--- src/rtl/predictor_update_ctrl_if.sv ---
// Commit-side update channel between the ROB and the predictor update controller.
// The ROB offers a resolved branch; the controller reports when its queue is full.
interface predictor_update_ctrl_if;
  logic        rob_to_puc_valid;
  logic [31:0] rob_to_puc_PC;
  logic        rob_to_puc_br_taken;
  logic        puc_to_rob_full;

  modport master (
    output rob_to_puc_valid,
    output rob_to_puc_PC,
    output rob_to_puc_br_taken,
    input  puc_to_rob_full
  );

  modport slave (
    input  rob_to_puc_valid,
    input  rob_to_puc_PC,
    input  rob_to_puc_br_taken,
    output puc_to_rob_full
  );
endinterface

--- src/rtl/predictor_update_ctrl.sv ---
// Predictor update controller: sweeps the table to weakly-taken after reset/flush,
// then drains queued commit updates in order. Optional statistics: PUC_STATS_EN.
module predictor_update_ctrl #(
  parameter int FIFO_DEPTH = 4,
  parameter int INDEX_W    = 7
) (
  input  logic                   clk_in,
  input  logic                   rst_in,
  input  logic                   rdy_in,
  input  logic                   flush_in,
  predictor_update_ctrl_if.slave rob,
  output logic                   puc_to_pr_valid,
  output logic [INDEX_W-1:0]     puc_to_pr_index,
  output logic                   puc_to_pr_taken,
  output logic                   puc_to_pr_init,
  output logic                   puc_to_if_stall,
  output logic [15:0]            puc_stat_upd,
  output logic [15:0]            puc_stat_full
);

  localparam int PW = $clog2(FIFO_DEPTH);
  localparam logic [PW:0] DEPTH_C = (PW+1)'(FIFO_DEPTH);
  localparam logic [INDEX_W-1:0] LAST_IDX = '1;

  typedef enum logic {
    INIT = 1'b0,
    RUN  = 1'b1
  } state_t;

  state_t             state_q, state_d;
  logic [INDEX_W-1:0] sweep_q, sweep_d;

  logic [INDEX_W-1:0] idx_mem [FIFO_DEPTH];
  logic               tkn_mem [FIFO_DEPTH];
  logic [PW-1:0]      rd_q, wr_q;
  logic [PW:0]        cnt_q;

  logic               full, empty, push, pop;
  logic               v_d, tkn_d, init_d;
  logic [INDEX_W-1:0] idx_d;

  // Full comes from registered occupancy only, so a same-cycle pop never frees a slot.
  assign full  = (cnt_q == DEPTH_C);
  assign empty = (cnt_q == '0);
  assign push  = rdy_in & rob.rob_to_puc_valid & ~full & ~flush_in;
  assign pop   = rdy_in & ~flush_in & (state_q == RUN) & ~empty;

  assign rob.puc_to_rob_full = full;
  assign puc_to_if_stall     = (state_q == INIT);

  // State and sweep counter register.
  always_ff @(posedge clk_in or negedge rst_in) begin
    if (!rst_in) begin
      state_q <= INIT;
      sweep_q <= '0;
    end else if (rdy_in) begin
      state_q <= state_d;
      sweep_q <= sweep_d;
    end
  end

  // Next state and next predictor write: flush, sweep entry, or queued update.
  always_comb begin
    state_d = state_q;
    sweep_d = sweep_q;
    v_d     = 1'b0;
    idx_d   = '0;
    tkn_d   = 1'b0;
    init_d  = 1'b0;
    unique case (1'b1)
      flush_in: begin
        state_d = INIT;
        sweep_d = '0;
      end
      (!flush_in && state_q == INIT): begin
        v_d     = 1'b1;
        init_d  = 1'b1;
        idx_d   = sweep_q;
        sweep_d = sweep_q + 1'b1;
        if (sweep_q == LAST_IDX) begin
          state_d = RUN;
        end
      end
      pop: begin
        v_d   = 1'b1;
        idx_d = idx_mem[rd_q];
        tkn_d = tkn_mem[rd_q];
      end
      default: ;
    endcase
  end

  // Registered predictor write port.
  always_ff @(posedge clk_in or negedge rst_in) begin
    if (!rst_in) begin
      puc_to_pr_valid <= 1'b0;
      puc_to_pr_index <= '0;
      puc_to_pr_taken <= 1'b0;
      puc_to_pr_init  <= 1'b0;
    end else if (rdy_in) begin
      puc_to_pr_valid <= v_d;
      puc_to_pr_index <= idx_d;
      puc_to_pr_taken <= tkn_d;
      puc_to_pr_init  <= init_d;
    end
  end

  // Update queue: circular buffer, pointers wrap at the power-of-two depth.
  always_ff @(posedge clk_in or negedge rst_in) begin
    if (!rst_in) begin
      rd_q  <= '0;
      wr_q  <= '0;
      cnt_q <= '0;
      for (int i = 0; i < FIFO_DEPTH; i++) begin
        idx_mem[i] <= '0;
        tkn_mem[i] <= 1'b0;
      end
    end else if (rdy_in) begin
      if (flush_in) begin
        rd_q  <= '0;
        wr_q  <= '0;
        cnt_q <= '0;
      end else begin
        if (push) begin
          idx_mem[wr_q] <= rob.rob_to_puc_PC[INDEX_W+1:2];
          tkn_mem[wr_q] <= rob.rob_to_puc_br_taken;
          wr_q          <= wr_q + 1'b1;
        end
        if (pop) begin
          rd_q <= rd_q + 1'b1;
        end
        unique case ({push, pop})
          2'b10:   cnt_q <= cnt_q + 1'b1;
          2'b01:   cnt_q <= cnt_q - 1'b1;
          default: ;
        endcase
      end
    end
  end

`ifdef PUC_STATS_EN
  logic [15:0] upd_q, full_q;

  // Saturating counters; flush leaves them alone.
  always_ff @(posedge clk_in or negedge rst_in) begin
    if (!rst_in) begin
      upd_q  <= '0;
      full_q <= '0;
    end else begin
      if (push && upd_q != 16'hFFFF) begin
        upd_q <= upd_q + 1'b1;
      end
      if (rdy_in && full && full_q != 16'hFFFF) begin
        full_q <= full_q + 1'b1;
      end
    end
  end

  assign puc_stat_upd  = upd_q;
  assign puc_stat_full = full_q;
`else
  assign puc_stat_upd  = '0;
  assign puc_stat_full = '0;
`endif

endmodule
--- src/flat_wrapper.sv ---
// flat-port wrapper written by rule: the top's interface ports become plain ports
module predictor_update_ctrl_flat 
#(
  parameter int FIFO_DEPTH = 4,
  parameter int INDEX_W    = 7
)
  (clk_in, rst_in, rdy_in, flush_in, puc_to_pr_valid, puc_to_pr_index, puc_to_pr_taken, puc_to_pr_init, puc_to_if_stall, puc_stat_upd, puc_stat_full, rob_rob_to_puc_valid, rob_rob_to_puc_PC, rob_rob_to_puc_br_taken, rob_puc_to_rob_full);
  predictor_update_ctrl_if rob_i ();
  input  logic clk_in;
  input  logic rst_in;
  input  logic rdy_in;
  input  logic flush_in;
  output logic puc_to_pr_valid;
  output logic [INDEX_W-1:0] puc_to_pr_index;
  output logic puc_to_pr_taken;
  output logic puc_to_pr_init;
  output logic puc_to_if_stall;
  output logic [15:0] puc_stat_upd;
  output logic [15:0] puc_stat_full;
  input wire logic [$bits(rob_i.rob_to_puc_valid)-1:0] rob_rob_to_puc_valid;
  input wire logic [$bits(rob_i.rob_to_puc_PC)-1:0] rob_rob_to_puc_PC;
  input wire logic [$bits(rob_i.rob_to_puc_br_taken)-1:0] rob_rob_to_puc_br_taken;
  output wire logic [$bits(rob_i.puc_to_rob_full)-1:0] rob_puc_to_rob_full;
  assign rob_i.rob_to_puc_valid = rob_rob_to_puc_valid;
  assign rob_i.rob_to_puc_PC = rob_rob_to_puc_PC;
  assign rob_i.rob_to_puc_br_taken = rob_rob_to_puc_br_taken;
  assign rob_puc_to_rob_full = rob_i.puc_to_rob_full;
  predictor_update_ctrl #(.FIFO_DEPTH(FIFO_DEPTH), .INDEX_W(INDEX_W)) u_core (.clk_in(clk_in), .rst_in(rst_in), .rdy_in(rdy_in), .flush_in(flush_in), .rob(rob_i), .puc_to_pr_valid(puc_to_pr_valid), .puc_to_pr_index(puc_to_pr_index), .puc_to_pr_taken(puc_to_pr_taken), .puc_to_pr_init(puc_to_pr_init), .puc_to_if_stall(puc_to_if_stall), .puc_stat_upd(puc_stat_upd), .puc_stat_full(puc_stat_full));
endmodule
--- config.mk ---
export PLATFORM = sky130hd
export DESIGN_NAME = predictor_update_ctrl_flat
export DESIGN_NICKNAME = d
export VERILOG_FILES = /design/src/rtl/predictor_update_ctrl_if.sv /design/src/rtl/predictor_update_ctrl.sv /design/src/flat_wrapper.sv
export SDC_FILE = /design/constraint.sdc
export NUM_CORES = 1
export LEC_CHECK = 0
export ABC_CLOCK_PERIOD_IN_PS = 2600
export BUFFER_PORTS_ARGS = -buffer_cell sky130_fd_sc_hd__buf_2
export CORE_MARGIN = 5
export CORE_UTILIZATION = 50
export CTS_BUF_LIST = sky130_fd_sc_hd__clkbuf_8
export DETAILED_ROUTE_END_ITERATION = 7
export PLACE_DENSITY = 0.89
export SYNTH_ARGS = -nofsm -noshare
export SYNTH_HDL_FRONTEND = slang
export SYNTH_SLANG_ARGS = --single-unit
--- constraint.sdc ---
create_clock -name clk_in -period 2.6 [get_ports clk_in]
set_input_delay 0.26 -clock clk_in [delete_from_list [all_inputs] [get_ports clk_in]]
set_output_delay 0.26 -clock clk_in [all_outputs]
set_load 0.03 [all_outputs]
==> impl_metrics.toml, run 1 <==
[worst_setup_path]
r2r_slack_ps = 370
critical_path.max_stage_delay_ps = 450
crit_path_start_kind = "flop"
critPathMaxFanout = 7
crit_arrival_ps = 2510
path_cells = "or3b_1, inv_1, o211ai_4, xnor2_1, ha_1, nor2_1, mux2i_1, or4_1, nand3_1"
path_class = "flop to flop"
end_kind = "flop"
cp.required_ps = 2880
cp_slowest_cell = "dfrtp_1"
r2r-start = "u_core.cnt_q[1]$_DFFE_PN0P_"
r2r_cells = 9
crit_start = "u_core.cnt_q[1]$_DFFE_PN0P_"
r2r-end = "u_core.cnt_q[2]$_DFFE_PN0P_"

[sta]
rsz0062_at_grt = "false"
timing.slew.headroom_pct = 54.6
setup_viol = 0
finalClockSkew_ps = 6.83
drv_slew = 0
tns_ps = 0
fmax_ghz = 0.448
hold_viol_final = 0
fin_crit_sh_pct = 85.8
tightest_slew_ps = 673
finalCriticalPeriod_ps = 2230

[floorplan]
start_util_pct = 50.5
rows = 28
dieArea_um2 = 7500
num_io_pins = 82
core_um2 = 5820
die_w_um = 86.6
chipHeight_um = 86.6

[hold_path]
hold_end = "u_core.idx_mem[18]$_DFFE_PN0P_"
min_from = "rob_rob_to_puc_PC[6]"
hold-path-cell-count = 2
hold_path_class = "input port to flop"

[synth]
synth_top_area_cell = "dfrtp_1"
avgSynthCellArea_um2 = 12.4
seq_area_frac_synth_pct = 48.6
synth_cell_types = 44
synth-main-ff-cell = "dfrtp_1"
async_reset_ff_share_pct = 100
ys_ff_latch = 57
synth_area_leaders = "dfrtp_1, mux2_2, buf_4"
synth-edff-count = 0
synth_top_area_share_pct = 48.6
netlist_area_um2 = 2930
ys_warn_count = 0
synth_cells = 237

[detailed_routing]
antenna_left = 0
drtPass1Iterations = 4
wirelength_um = 5400
vias_per_cell = 5.32
wl_per_cell_um = 15.6
drc_errors = 0
num_vias = 1842
drt_iter0_drc = 82

[finish]
drive_above_1_share_pct = 36.5
finalNonFillerCells = 346
syn_to_final_growth_pct = 10.5
n_antenna_cell = 0
final_cell_mix = "dfrtp_1, conb_1, mux2_2"
fill_cells = 497
final_common_cell = "dfrtp_1"
multi_input_area_um2 = 1320
fin_area_um2 = 3240
final-seq-area_um2 = 1430
nNetsFinal = 310
final_util_pct = 55.7

[pwr]
p_leak_uw = 0.00158
total_power_uw = 2950
p_per_area_nw_per_um2 = 910
max-vdd-ir-drop_uv = 603

[grt]
grt_overflow = 0
grt_first_pass_wirelength_um = 8840
antenna_found_initial = 0
grt_use_total_pct = 15.8
grt_pass1_vias = 1781
grt_start_max_net_pins = 32

[placement]
hpwl_um = 3900
dp_cells = 329
place_congestion = 0.857
placed_area_um2 = 3000
io_buffers = 24

[clock_network]
clkLatencyLatePin_ps = 340
cts_buffers = 9
htreeDepth = 3
clk_pin_slew_ps = 70
numClockSinks = 57
cts_tree = "yes"
cts_root_buf = "clkbuf_8"
cts.repair.resized = 0
clock_path_buffers = 2

[status]
outcome = "complete, no violations"

[run]
drv_cap = 0
-- power by group --
part | switching, uW | leakage, uW | total (uW) | internal, uW
clock | 373 | 0.000113 | 941 | 568
combinational | 327 | 0.000729 | 683 | 355
sequential | 165 | 0.000737 | 1330 | 1160
total | 865 | 0.00158 | 2950 | 2080
-- synthesized netlist by cell type, drive strengths merged (3+ instances only) --
library cell	number
a21o	3
inv	5
a221o	7
nor2	6
ha	6
mux2	32
and3	9
buf	37
dfrtp	57
clkbuf	5
nand2	13
a31oi	4
xnor2	3
o21ai	13
mux4	8
-- worst max path at each step --
stage                                  end  slack [ps]
2_1_floorplan  u_core.cnt_q[2]$_DFFE_PN0P_         360
3_3_place_gp   u_core.cnt_q[2]$_DFFE_PN0P_         460
3_5_place_dp   u_core.cnt_q[2]$_DFFE_PN0P_         390
4_1_cts        u_core.cnt_q[2]$_DFFE_PN0P_         370
5_1_grt        u_core.cnt_q[2]$_DFFE_PN0P_         230
6_report       u_core.cnt_q[2]$_DFFE_PN0P_         370
-- through the flow --
step                hold slack (ps)  worst slack [ps]
floorplan                     -35.6               356
global placement                282               458
detailed placement              288               388
CTS                             170               374
global route                    170               232
finish                          190               370
-- cells by family after synthesis --
logic type	Yosys count	synth area share, %
other	1	0.128
xor gates and xnor gates	3	0.896
buffers and inverters	47	10.5
muxes	42	19.1
AOI/OAI and AO/OA	40	10.3
adders and majority gates	6	2.56
and+or+nand+nor	41	7.89
DFF	57	48.6
-- flip-flops by register name (all words and copies together) (netlist names), 2 cells and up --
name                    count
u_core.sweep_q              7
u_core.puc_to_pr_index      7
u_core.idx_mem             28
u_core.wr_q                 2
u_core.tkn_mem              4
u_core.rd_q                 2
u_core.cnt_q                3
-- metal layers --
| layer | wire length, um | part of all wire, % | track usage, % | vias up |
|---|---|---|---|---|
| met5 | 0 | 0 | 0 | - |
| met3 | 378 | 7.0 | 6.94 | 5 |
| met1 | 2280 | 42 | 19.5 | 921 |
| met4 | 61 | 1.1 | 4.25 | 0 |
| met2 | 2680 | 50 | 25.2 | 60 |
| li1 | - | - | - | 856 |
-- critical path: cells and delay by family, from the launching register on --
kind                       cells  cell delay [ps]
AOI/OAI and AO/OA              1              110
xor gates and xnor gates       1              150
adders and majority gates      1              200
and+or+nand+nor                4             1010
DFF                            1              450
buffers and inverters          1              160
muxes                          1               80
-- cell type report --
| class | instances | share of cell area (%) |
|---|---|---|
| Clock buffer | 10 | 4.25 |
| Clock inverter | 6 | 2.78 |
| Tap cell | 75 | 2.89 |
| Multi-Input combinational cell | 164 | 40.6 |
| Inverter | 5 | 0.579 |
| Sequential cell | 57 | 44.0 |
| Timing Repair Buffer | 29 | 4.94 |
-- repair_timing --
| action | CTS | global route |
|---|---|---|
| setup endpoints to repair | 0 | 0 |
| buffers inserted | 0 | 0 |
| hold buffers | 1 | 0 |
| endpoints found under the hold margin | 57 | 0 |
Note: power is estimated with default switching activity, not from simulation.
==> run 2: changes to the inputs <==
CTS_CLUSTER_SIZE = 30   (was default)
REMOVE_ABC_BUFFERS = 1   (was default)
==> run 2 against run 1 <==
Net effect: clock power is 18% lower; flip-flop and latch count is the same; critical endpoint unchanged; design area shrank 1.4%; sequential power barely moved; largest power group unchanged; non-clock buffer count down 1; utilization decreased by 0.77 points; power decreased by 5.6%; die area stayed put.
==> impl_metrics.toml, run 2 (synthesis results as in run 1) <==
[placement]
place_congestion = 0.787
hpwl_um = 3910
io_buffers = 24
dp_cells = 329

[finish]
syn_to_final_growth_pct = 8.96
final_cell_mix = "dfrtp_1, conb_1, mux2_2"
final-seq-area_um2 = 1430
finalNonFillerCells = 345
final_common_cell = "dfrtp_1"
multi_input_area_um2 = 1320
drive_above_1_share_pct = 36.3
fill_cells = 496
regMostFlops = "u_core.idx_mem"
top_regs = "u_core.idx_mem: 28 flops, u_core.puc_to_pr_index: 7 flops, u_core.sweep_q: 7 flops"
nNetsFinal = 309
largest_reg_flops = 28
n_antenna_cell = 0

[clock_network]
cts_root_buf = "clkbuf_8"
clk_pin_slew_ps = 60
post_cts_buffers = 0
numClockSinks = 57
cts_buffers = 9
clock_path_buffers = 2
cts_hold_buf = 0
cts.repair.resized = 0
clkLatencyLatePin_ps = 330
cts_tree = "yes"
htreeDepth = 3

[floorplan]
core_um2 = 5820
rows = 28
dieArea_um2 = 7500
die_w_um = 86.6
chipHeight_um = 86.6
start_util_pct = 50.5
num_io_pins = 82

[sta]
rsz0062_at_grt = "false"
hold_viol_final = 0
setup_viol = 0
finalClockSkew_ps = 7.59
drv_slew = 0
fmax_ghz = 0.453
tns_ps = 0
whs_ps = 57.0
tightest_slew_ps = 899
fin_crit_sh_pct = 85.0
finalCriticalPeriod_ps = 2210
timing.slew.headroom_pct = 40.0

[grt]
grt_start_max_net_pins = 42
grt_use_total_pct = 16.3
grt_pass1_vias = 1852
grt_overflow = 0
grt_first_pass_wirelength_um = 9300
antenna_found_initial = 0

[detailed_routing]
drt_iter0_drc = 105
wirelength_um = 5420
drc_errors = 0
vias_per_cell = 5.33
drtPass1Iterations = 4
antenna_left = 0
wl_per_cell_um = 15.7
num_vias = 1839

[worst_setup_path]
crit_arrival_ps = 2480
crit_path_start_kind = "flop"
critPathMaxFanout = 7
cp.required_ps = 2870
path_class = "flop to flop"
end_kind = "flop"

[pwr]
p_clk_share_pct = 27.8
max-vdd-ir-drop_uv = 453
power_switching_uw = 825
netSwitchingFraction_pct = 29.6
seqPwrFrac_pct = 47.8
p_leak_uw = 0.00157
p_comb_share_pct = 24.4
internal-power_uw = 1960
p_per_area_nw_per_um2 = 871

[status]
outcome = "complete, no violations"

[hold_path]
hold_path_class = "input port to asynchronous set/reset pin"

[run]
drv_cap = 0
==> run 2: worst paths after layout <==
path	startpoint	end	slack (ps)	depth (start not counted)
setup / recovery	u_core.cnt_q[1]$_DFFE_PN0P_	u_core.cnt_q[2]$_DFFE_PN0P_	390	9
hold / removal	rst_in	u_core.sweep_q[4]$_DFFE_PN0P_	60	1
setup reg to reg	u_core.cnt_q[1]$_DFFE_PN0P_	u_core.cnt_q[2]$_DFFE_PN0P_	390	9
hold reg to reg	u_core.puc_to_pr_init$_DFFE_PN0P_	u_core.puc_to_pr_init$_DFFE_PN0P_	480	1
max in group asynchronous	rst_in	u_core.cnt_q[0]$_DFFE_PN0P_	1840	2
min in group clk_in	rob_rob_to_puc_PC[8]	u_core.idx_mem[6]$_DFFE_PN0P_	190	2
==> run 2: critical path: stages, from the launching register on <==
cell	delay, ps
dfrtp_1	450
or3b_1	440
inv_1	150
o211ai_4	110
xnor2_1	150
ha_1	200
nor2_1	80
mux2i_1	80
or4_1	400
nand3_1	90
==> run 2: cell type report <==
cell class | count | share of cell area [%]
multi-input cells | 164 | 41.1
well taps | 75 | 2.94
inverters | 5 | 0.587
repair buffers | 28 | 4.70
flip-flops and latches | 57 | 44.6
clock buffers | 13 | 5.60
clock inverters | 3 | 0.431
==> run 2: layer usage <==
metal	vias to the layer above	GRT usage (%)	routed length (um)
li1	853	-	-
met1	918	20.9	2350
met2	63	25.1	2620
met3	5	5.42	358
met4	0	7.22	91
met5	-	0	0
==> run 2: power by group through the flow <==
stage | registers [uW] | clock network (uW) | logic [uW]
floorplan | 1290 | 0 | 541
global placement | 1310 | 0 | 652
detailed placement | 1340 | 0 | 689
CTS | 1330 | 802 | 688
global route | 1360 | 840 | 758
finish | 1330 | 774 | 680
==> run 2: through the flow <==
stage | util, % | worst slack [ps] | instance area [um^2] | power, uW
CTS | 55.0 | 393 | 3200 | 2820
floorplan | - | 359 | 2760 | 1840
finish | 55.0 | 390 | 3200 | 2790
detailed placement | 51.7 | 401 | 3000 | 2030
global route | 55.0 | 276 | 3200 | 2960
global placement | 51.7 | 452 | 3000 | 1960
==> run 3: changes to the inputs <==
ABC_CLOCK_PERIOD_IN_PS = 1950   (was 2600)
CORE_UTILIZATION = 49   (was 50)
PLACE_DENSITY = 0.91   (was 0.89)
clock period = 1.95 ns   (was 2.6 ns; I/O delays follow)
==> run 3 against run 2 <==
Net effect: power increased by 46%; sequential power increased by 32%; first-iteration DRC count decreased by 18%; critical endpoint unchanged; the flow now finishes with violations (negative setup slack); global-route usage decreased by 0.54 points; combinational power increased by 57%; non-clock buffer count increased by 12; worst hold slack improved by 77 ps; setup slack got worse by 470 ps; register-to-register slack got worse by 470 ps; largest power group unchanged; flip-flop and latch count unchanged; design area increased by 5.7%.
==> impl_metrics.toml, run 3 (synthesis results as in run 1) <==
[status]
outcome = "finished with violations"
violations = "negative setup slack"

[finish]
largest_reg_flops = 28
nNetsFinal = 321
top_regs = "u_core.idx_mem: 28 flops, u_core.puc_to_pr_index: 7 flops, u_core.sweep_q: 7 flops"
drive_above_1_share_pct = 40.4
final_cell_mix = "dfrtp_1, conb_1, mux2_2"
final_common_cell = "dfrtp_1"
regMostFlops = "u_core.idx_mem"
syn_to_final_growth_pct = 15.2
n_antenna_cell = 0
final_util_pct = 57.4

[placement]
post-place-ws_ps = -119
hpwl_um = 4020
place_congestion = 0.782
io_buffers = 24

[clock_network]
cts_tree = "yes"
numClockSinks = 57
clock_path_buffers = 2
clkLatencyLatePin_ps = 330
htreeDepth = 3
cts_root_buf = "clkbuf_8"
cts_buffers = 9
clk_pin_slew_ps = 60

[detailed_routing]
met2_length_um = 2860
wl_per_cell_um = 15.8
met1_length_um = 2270
vias_per_cell = 5.36
drc_errors = 0
antenna_left = 0
drt_iter0_drc = 86
wirelength_um = 5630
wl_met3_um = 407
routed.top_layer = "met4"
num_vias = 1913
drtPass1Iterations = 4

[floorplan]
num_io_pins = 82
rows = 28
core_um2 = 5890
die_w_um = 87.4
dieArea_um2 = 7640
chipHeight_um = 87.4
start_util_pct = 49.9

[grt]
grt_pass1_vias = 1934
grt_use_total_pct = 15.7
grt_start_max_net_pins = 40
antenna_found_initial = 0
grt_first_pass_wirelength_um = 9180
grt_overflow = 0

[sta]
timing.slew.headroom_pct = 54.8
finalCriticalPeriod_ps = 2030
finalClockSkew_ps = 5.39
drv_slew = 0
fmax_ghz = 0.493
fin_crit_sh_pct = 104
whs_ps = 134
setup_ws_ps = -79.2
rsz0062_at_grt = "true"
setup_viol = 1
hold_viol_final = 0
tightest_slew_ps = 671
tns_ps = -79.2

[run]
drv_cap = 0

[pwr]
p_leak_uw = 0.00168
p_per_area_nw_per_um2 = 1210
max-vdd-ir-drop_uv = 683

[worst_setup_path]
crit_path_start_kind = "flop"
crit_arrival_ps = 2290
r2r-start = "u_core.cnt_q[0]$_DFFE_PN0P_"
r2r-end = "u_core.cnt_q[2]$_DFFE_PN0P_"
critPathMaxFanout = 4
r2r_slack_ps = -80
end_kind = "flop"
cp.required_ps = 2220
r2r_cells = 9
path_class = "flop to flop"

[hold_path]
hold_path_class = "input port to flop"
hold_end = "u_core.idx_mem[6]$_DFFE_PN0P_"
hold-path-cell-count = 2
min_from = "rob_rob_to_puc_PC[8]"
-- run 3: changes by cell type in the layout (fill, tap and decap cells not counted), moves of 2 or more --
cell       change
nand2_4        +4
bufinv_16      +2
nand2_2        -4
inv_1          -2
clkbuf_8       -2
buf_4          +9
buf_12         +2
-- run 3: what timing repair did --
action                                 4_1_cts  5_1_grt
cloned                                       0        0
setup endpoints to repair                    1       33
resized for setup                            4        5
endpoints found under the hold margin       18        0
setup buffers                                1        0
pin swaps                                    2        2
hold buffers                                 1        0
-- run 3: per-stage QoR --
stage / std cells / instance area, um^2 / total power [uW]
floorplan: 226 / 2760 / 2450
global placement: 339 / 3100 / 2700
detailed placement: 339 / 3100 / 2790
CTS: 357 / 3360 / 4070
global route: 357 / 3380 / 4310
finish: 357 / 3380 / 4070
-- run 3: metal layers --
| layer | track usage [%] | up-vias |
|---|---|---|
| met4 | 6.69 | 0 |
| met3 | 5.01 | 11 |
| met1 | 19.8 | 949 |
| met5 | 0 | - |
| met2 | 24.9 | 76 |
| li1 | - | 877 |
-- run 3: layout make-up --
cell class	count	area (um^2)
Clock buffer	11	151
Clock inverter	5	77.6
Fill cell	501	2510
Inverter	5	21.3
Multi-Input combinational cell	164	1340
Sequential cell	57	1430
Tap cell	75	93.8
Timing Repair Buffer	40	268
-- run 3: worst max-delay path, cell delays in order, from the launching register on --
cell,delay (ps)
dfrtp_1,410
or3b_4,430
inv_4,70
o211ai_4,90
xnor2_1,140
ha_2,170
nor2_1,80
mux2i_1,90
or4_1,410
nand3_1,90
-- run 3: how the worst max path moves through the flow --
stage / start / to / slack [ps]
CTS: u_core.cnt_q[0]$_DFFE_PN0P_ / u_core.cnt_q[2]$_DFFE_PN0P_ / -70
global placement: u_core.cnt_q[1]$_DFFE_PN0P_ / u_core.cnt_q[2]$_DFFE_PN0P_ / -40
global route: u_core.cnt_q[0]$_DFFE_PN0P_ / u_core.cnt_q[2]$_DFFE_PN0P_ / -180
detailed placement: u_core.cnt_q[1]$_DFFE_PN0P_ / u_core.cnt_q[2]$_DFFE_PN0P_ / -120
finish: u_core.cnt_q[0]$_DFFE_PN0P_ / u_core.cnt_q[2]$_DFFE_PN0P_ / -80
floorplan: u_core.cnt_q[1]$_DFFE_PN0P_ / u_core.cnt_q[2]$_DFFE_PN0P_ / -290
-- run 3: power by group --
group	leakage, uW	internal, uW	switching [uW]	total (uW)
Combinational	0.000831	576	498	1070
Clock	0.000115	784	463	1250
Sequential	0.000737	1550	203	1750
